===== config.mk =====
export PLATFORM = sky130hd
export DESIGN_NAME = eth_tx_frame_sequencer
export DESIGN_NICKNAME = d
export VERILOG_FILES = /design/src/rtl/eth_tx_frame_sequencer_pkg.sv /design/src/rtl/eth_tx_frame_sequencer_crc32_byte_engine.sv /design/src/rtl/eth_tx_frame_sequencer.sv
export SDC_FILE = /design/constraint.sdc
export NUM_CORES = 1
export LEC_CHECK = 0
export ABC_AREA = 1
export CORE_MARGIN = 2
export CORE_UTILIZATION = 45
export DETAILED_ROUTE_END_ITERATION = 7
export GPL_TIMING_DRIVEN = 0
export SYNTH_ARGS = -nofsm -noshare
export SYNTH_HDL_FRONTEND = slang
export SYNTH_SLANG_ARGS = --single-unit

===== constraint.sdc =====
create_clock -name clk -period 2.7 [get_ports clk]
set_input_delay 0.54 -clock clk [delete_from_list [all_inputs] [get_ports clk]]
set_output_delay 0.54 -clock clk [all_outputs]
set_load 0.005 [all_outputs]

===== src/rtl/eth_tx_frame_sequencer_pkg.sv =====
// Shared types, frame constants and the CRC-32 byte update for the
// Ethernet transmit frame sequencer.
package eth_tx_frame_sequencer_pkg;

    typedef enum logic [2:0] {
        ST_IDLE,
        ST_PRE,
        ST_SFD,
        ST_DATA,
        ST_PAD,
        ST_FCS,
        ST_DRAIN,
        ST_IFG
    } tx_state_t;

    typedef enum logic [1:0] {
        ERR_NONE     = 2'b00,
        ERR_UNDERRUN = 2'b01,
        ERR_OVERSIZE = 2'b10
    } tx_err_t;

    localparam logic [7:0] PREAMBLE_BYTE = 8'h55;
    localparam logic [7:0] SFD_BYTE      = 8'hD5;

    localparam int MIN_FRAME_SIZE = 64;
    localparam int MAX_FRAME_SIZE = 1518;
    localparam int FCS_BYTES      = 4;
    localparam int MIN_DATA_BYTES = MIN_FRAME_SIZE - FCS_BYTES;
    localparam int MAX_DATA_BYTES = MAX_FRAME_SIZE - FCS_BYTES;

    localparam logic [31:0] CRC32_POLY_REFLECTED = 32'hEDB88320;
    // Good-frame residue written MSB-first; the reflected register holds
    // its bit reverse (0xDEBB20E3) after data+FCS have been folded in.
    localparam logic [31:0] CRC32_CONSTANT = 32'hC704DD7B;

    // Fold one byte into a reflected CRC-32 register, LSB first, no inversion.
    function automatic logic [31:0] crc32_update(input logic [31:0] crc, input logic [7:0] data);
        logic [31:0] c;
        c = crc ^ {24'd0, data};
        for (int i = 0; i < 8; i++) begin
            c = c[0] ? ((c >> 1) ^ CRC32_POLY_REFLECTED) : (c >> 1);
        end
        return c;
    endfunction

endpackage


===== src/rtl/eth_tx_frame_sequencer_crc32_byte_engine.sv =====
// Running CRC-32 register for the transmit path. Holds the reflected,
// non-inverted value; the sequencer complements it to form the FCS.
module crc32_byte_engine
    import eth_tx_frame_sequencer_pkg::*;
(
    input  logic        clk,
    input  logic        rst_n,
    input  logic        init,
    input  logic        en,
    input  logic [7:0]  data,
    output logic [31:0] crc
);

    // Seed to all-ones on reset or frame start, otherwise fold in one byte when enabled.
    always_ff @(posedge clk) begin
        if (!rst_n) begin
            crc <= '1;
        end else if (init) begin
            crc <= '1;
        end else if (en) begin
            crc <= crc32_update(crc, data);
        end
    end

endmodule


===== src/rtl/eth_tx_frame_sequencer.sv =====
// Transmit MAC sequencer: preamble, SFD, data, zero pad, FCS and inter-frame
// gap on a byte-wide PHY interface, with underrun/oversize abort and drain.
// Optional build macro TX_STATS_EN adds saturating frame statistics outputs.
module eth_tx_frame_sequencer #(
    parameter int PREAMBLE_LEN   = 7,
    parameter int IFG_BYTES      = 12,
    parameter int MIN_DATA_BYTES = eth_tx_frame_sequencer_pkg::MIN_DATA_BYTES,
    parameter int MAX_DATA_BYTES = eth_tx_frame_sequencer_pkg::MAX_DATA_BYTES
) (
    input  logic        clk,
    input  logic        rst_n,
    input  logic [7:0]  s_data,
    input  logic        s_valid,
    input  logic        s_last,
    output logic        s_ready,
    output logic [7:0]  tx_data,
    output logic        tx_en,
    output logic        busy,
    output logic        frame_done,
    output logic        frame_err,
    output logic [1:0]  err_code
`ifdef TX_STATS_EN
    ,
    output logic [31:0] stat_frames_ok,
    output logic [31:0] stat_frames_err,
    output logic [31:0] stat_pad_frames
`endif
);

    import eth_tx_frame_sequencer_pkg::*;

    tx_state_t   state, state_d;
    logic [7:0]  phase_cnt, phase_d, phase_inc;
    logic [10:0] byte_cnt, byte_d, byte_inc;
    logic [7:0]  tx_data_d;
    logic        tx_en_d, done_d, err_d, pad_entry;
    tx_err_t     err_q, err_q_d;
    logic        crc_init, crc_en;
    logic [7:0]  crc_data;
    logic [31:0] crc, fcs;

    assign phase_inc = phase_cnt + 8'd1;
    assign byte_inc  = byte_cnt + 11'd1;
    assign fcs       = ~crc;
    assign busy      = (state != ST_IDLE);
    assign err_code  = err_q;

    crc32_byte_engine u_crc (
        .clk   (clk),
        .rst_n (rst_n),
        .init  (crc_init),
        .en    (crc_en),
        .data  (crc_data),
        .crc   (crc)
    );

    // Next-state, next-output and CRC control decode for the frame sequencer.
    always_comb begin
        state_d   = state;
        phase_d   = phase_cnt;
        byte_d    = byte_cnt;
        tx_data_d = 8'h00;
        tx_en_d   = 1'b0;
        done_d    = 1'b0;
        err_d     = 1'b0;
        err_q_d   = err_q;
        crc_init  = 1'b0;
        crc_en    = 1'b0;
        crc_data  = 8'h00;
        s_ready   = 1'b0;
        pad_entry = 1'b0;
        case (state)
            ST_IDLE: begin
                if (s_valid) begin
                    state_d = ST_PRE;
                    phase_d = '0;
                    err_q_d = ERR_NONE;
                end
            end
            ST_PRE: begin
                tx_en_d   = 1'b1;
                tx_data_d = PREAMBLE_BYTE;
                phase_d   = phase_inc;
                if (phase_cnt == 8'(PREAMBLE_LEN - 1)) begin
                    state_d = ST_SFD;
                end
            end
            ST_SFD: begin
                tx_en_d   = 1'b1;
                tx_data_d = SFD_BYTE;
                crc_init  = 1'b1;
                byte_d    = '0;
                state_d   = ST_DATA;
            end
            ST_DATA: begin
                s_ready = 1'b1;
                if (!s_valid) begin
                    err_d   = 1'b1;
                    err_q_d = ERR_UNDERRUN;
                    state_d = ST_DRAIN;
                end else begin
                    tx_en_d   = 1'b1;
                    tx_data_d = s_data;
                    crc_en    = 1'b1;
                    crc_data  = s_data;
                    byte_d    = byte_inc;
                    if (s_last) begin
                        phase_d = '0;
                        if (byte_inc < 11'(MIN_DATA_BYTES)) begin
                            state_d   = ST_PAD;
                            pad_entry = 1'b1;
                        end else begin
                            state_d = ST_FCS;
                        end
                    end else if (byte_inc == 11'(MAX_DATA_BYTES)) begin
                        // The byte that reaches the limit still goes out; the frame dies after it.
                        err_d   = 1'b1;
                        err_q_d = ERR_OVERSIZE;
                        state_d = ST_DRAIN;
                    end
                end
            end
            ST_PAD: begin
                tx_en_d = 1'b1;
                crc_en  = 1'b1;
                byte_d  = byte_inc;
                if (byte_inc == 11'(MIN_DATA_BYTES)) begin
                    state_d = ST_FCS;
                    phase_d = '0;
                end
            end
            ST_FCS: begin
                tx_en_d   = 1'b1;
                tx_data_d = fcs[{phase_cnt[1:0], 3'b000} +: 8];
                phase_d   = phase_inc;
                if (phase_cnt == 8'd3) begin
                    done_d  = 1'b1;
                    state_d = ST_IFG;
                    phase_d = '0;
                end
            end
            ST_DRAIN: begin
                s_ready = 1'b1;
                if (s_valid && s_last) begin
                    state_d = ST_IFG;
                    phase_d = '0;
                end
            end
            ST_IFG: begin
                // The IDLE cycle that follows supplies the final idle byte-time.
                phase_d = phase_inc;
                if (phase_inc >= 8'(IFG_BYTES - 1)) begin
                    state_d = ST_IDLE;
                end
            end
            default: state_d = ST_IDLE;
        endcase
    end

    // State, counters and registered PHY-side outputs.
    always_ff @(posedge clk) begin
        if (!rst_n) begin
            state      <= ST_IDLE;
            phase_cnt  <= '0;
            byte_cnt   <= '0;
            tx_data    <= 8'h00;
            tx_en      <= 1'b0;
            frame_done <= 1'b0;
            frame_err  <= 1'b0;
            err_q      <= ERR_NONE;
        end else begin
            state      <= state_d;
            phase_cnt  <= phase_d;
            byte_cnt   <= byte_d;
            tx_data    <= tx_data_d;
            tx_en      <= tx_en_d;
            frame_done <= done_d;
            frame_err  <= err_d;
            err_q      <= err_q_d;
        end
    end

`ifdef TX_STATS_EN
    function automatic logic [31:0] sat_inc(input logic [31:0] v);
        return (v == '1) ? v : v + 32'd1;
    endfunction

    // Saturating counts of good, aborted and padded frames.
    always_ff @(posedge clk) begin
        if (!rst_n) begin
            stat_frames_ok  <= '0;
            stat_frames_err <= '0;
            stat_pad_frames <= '0;
        end else begin
            if (done_d)    stat_frames_ok  <= sat_inc(stat_frames_ok);
            if (err_d)     stat_frames_err <= sat_inc(stat_frames_err);
            if (pad_entry) stat_pad_frames <= sat_inc(stat_pad_frames);
        end
    end
`endif

endmodule


==> summary.md <==
| Metric | Value |
|---|---|
| Via/cell ratio | between 5 and 6 |
| Slew @ Worst Pin | 0.772 ns |
| Number of placement rows | 36 |
| Starting Density | 0.464 |
| Grt total ovfl | 0 |
| Distinct cells, synth | 39 |
| Power Dens Cells | 1060 nW/µm² |
| Share of the yosys chip area belonging to registers | 0.296 |
| Internal power | approximately 0.0027 W |
| GRT Util Overall | 0.249 |
| Setup WS post-layout | around 0.18 ns |
| Highest Clock Rate | 0.397 GHz |
| Unrepaired setup endpoints after global routing | false |
| # Max-Cap Violations | 0 |
| Hold WS | about 0.47 ns |
| # hold bufs at CTS | 0 |
| DRT Wirelength | about 13 mm |
| Top cells by area, synth | dfxtp_1 30%, nand2_1 17%, inv_1 7.5%, nand3_1 5.6%, xor2_1 4.8% |
| Post-route DRC violation count | 0 |
| Hold Crit Class | reg2reg |
| Die area | about 11,000 µm² |
| Number of DRC markers in iteration 0 | roughly 360 |
| Hold worst-path end | phase_cnt[5] |
| Non-filler cells, final | roughly 900 |
| Setup violators final | 0 |
| CP endpoint kind | register |
| Clk buf depth | 2 |
| CTS H-Tree Depth | 3 |
| Detailed-route via count | between 4,000 and 5,000 |
| Num CTS Buffers | 9 |
| Post-CTS setup buffers | 0 |
| Nets@finish | roughly 760 |
| Hold Violations, Final | 0 |
| YS warnings | 0 |
| CP arrival | roughly 2.8 ns |
| Seq cells post-synth | 67 |
| CP max FO | 7 |
| Most instantiated cells after synthesis | 208 x nand2_1, 91 x inv_1, 67 x dfxtp_1 |
| Final Core Density | 0.521 |
| Reg2reg setup slack | about 0.18 ns |
| IO Port Bufs | 24 |
| Kind of critical path | reg2reg |
| Fin. max-slew vios | 0 |
| Gp weighted congestion | a little under 0.9 |
| CTS resizes | 0 |
| Hpwl dp | 9.81 mm |
| Worst rel slew slack | 0.483 |
| Die X | ~100 µm |
| Req. time, crit path | 2.94 ns |
| HP Start | phase_cnt[5] |
| Tot Pwr | approximately 0.0054 W |
| First drt pass iteration count | 5 |
| Crit start category | register |
| Register area | approximately 1300 µm² |
| Post-synth EDFFs | 0 |
| Asr flop ratio synth | 0 |
| ANT nets after route | 0 |
| Setup WS pre-CTS | -0.0354 ns |
| Vias in the first global route | between 4,000 and 5,000 |
| Static leakage | approximately 2.4 nW |
| R2R Path Start | state[1] |
| Worst skew pair latency | around 0.36 ns |
| Synth top area share | 0.296 |
| Synthesized instance count | 706 |
| Main synth FF type | dfxtp_1 |
| Root buf cell | clkbuf_8 |
| Tmin final | around 2.5 ns |
| Initial antenna violation count | 0 |
| Syn Nets | between 700 and 800 |
| Reg2reg path depth | 9 |
| Count leader, synth | nand2_1 |
| R2r endpoint | u_crc.crc[26] |
| Die Ht | around 100 µm |
| Leading area contributor after synthesis | dfxtp_1 |
| Largest net degree at the start of global routing | 18 |
| Switching share of power | 0.509 |
| Placed cells | between 800 and 900 |
| Status | complete, no violations |
| Synth-to-Final Area Change | 12.3% |
| Switch Pwr | ~0.0027 W |
| VDD IR max | approximately 0.47 mV |
| Hold path depth | 2 |
| Worst-case clock skew | about 0.013 ns |
| Layout fillers | 1,035 |
| Tcrit/Tclk final | 0.932 |
| Boundary Pins | 27 |
| Syn Area/Cell | 6.42 µm² |
| Combinational power share | 0.592 |
| CTS tree | yes |
| WL per Instance | 15.3 µm |
| Post-Syn Area | ~4500 µm² |
| Clock Power Share | 0.142 |
| Fraction of final layout cells sized beyond drive strength 1 | 0.0875 |
| Reg power frac | 0.265 |
| Clk sink count | between 60 and 70 |
| Ant diodes | 0 |
| Core Region | 9770 µm² |
| Area of the multi-input gates | roughly 2700 µm² |
| First-pass GRT wire length | 21.4 mm |
| Clock slew at reported path FFs | around 0.07 ns |
==> state kept, by name, summed over array words and instances (netlist names) <==
| register | flops |
|---|---|
| u_crc.crc | 32 |
| err_code | 2 |
| frame_done | 1 |
| state | 3 |
| frame_err | 1 |
| tx_en | 1 |
| byte_cnt | 11 |
| phase_cnt | 8 |
| tx_data | 8 |
==> area by class of cell <==
| class | instances | share of cell area |
|---|---|---|
| Multi-Input combinational cell | 516 | 0.534 |
| Sequential cell | 67 | 0.263 |
| Inverter | 102 | 0.0751 |
| Timing Repair Buffer | 24 | 0.0472 |
| Tap cell | 133 | 0.0327 |
| Clock buffer | 12 | 0.0285 |
| Buffer | 19 | 0.0165 |
| Clock inverter | 3 | 0.00295 |
==> layout by cell type (no fill, tap or decap), types with 4 or more instances in the layout <==
cell type	n
inv_1	91
a21oi_1	38
nand2_4	4
nand3_1	51
ha_1	4
o21ai_0	34
clkbuf_8	10
inv_2	10
xor2_1	25
o211ai_1	15
nor2_1	56
buf_2	4
clkdlybuf4s50_1	24
nand3b_1	9
nor2_2	5
dfxtp_1	67
nand2_1	208
xnor2_1	4
clkbuf_1	16
nand2_2	13
nor3_1	8
nand4_1	7
a31oi_1	4
==> routing by layer <==
metal | global-route usage | vias to the layer above | wire, µm
met1 | 0.331 | 2106 | 6110
met4 | 0.0811 | 0 | 220
met5 | 0 | - | 0
li1 | - | 2305 | -
met2 | 0.401 | 141 | 6180
met3 | 0.0533 | 19 | 851
==> worst max-delay path by stage <==
| stage | cells past startpoint | slack (ns) | endpoint | start |
|---|---|---|---|---|
| CTS | 13 | 0.22 | phase_cnt[2] | byte_cnt[0] |
| global route | 11 | 0.01 | u_crc.crc[19] | state[1] |
| floorplan | 10 | 0.64 | u_crc.crc[30] | s_valid |
| detailed placement | 11 | -0.04 | u_crc.crc[22] | s_valid |
| global placement | 11 | 0.006 | u_crc.crc[22] | s_valid |
| finish | 9 | 0.18 | u_crc.crc[26] | state[1] |
==> worst max-delay path: stages, from the launching register on <==
cell	delay [ns]
dfxtp_1	0.50
nand3_4	0.15
nor2_2	0.25
nand2_2	0.14
xor2_1	0.63
nand2_1	0.10
nand2_1	0.19
xor2_1	0.21
nand3b_1	0.13
nand3b_1	0.10
==> stage by stage <==
step	TNS [ns]	instance area [µm²]
after floorplan	0	4540
after global placement	0	4940
after detailed placement	-0.0631	4940
after CTS	0	5100
after global routing	0	5090
final	0	5090
==> cell families after synthesis <==
kind of cell / after synthesis / share of synthesized area
simple gates: 374 / 0.374
buf+inv: 123 / 0.105
compound gates: 102 / 0.129
flops: 67 / 0.296
xor+xnor: 36 / 0.0861
fa+ha+maj: 4 / 0.0110
==> power groups by stage <==
stage               clock network (W)  logic (W)  registers, W
detailed placement                  0    0.00314       0.00145
global route                 0.000828    0.00354       0.00146
global placement                    0    0.00308       0.00144
finish                       0.000769    0.00320       0.00143
CTS                          0.000776    0.00315       0.00143
floorplan                           0    0.00231       0.00141
(Power assumes the default switching activity.)
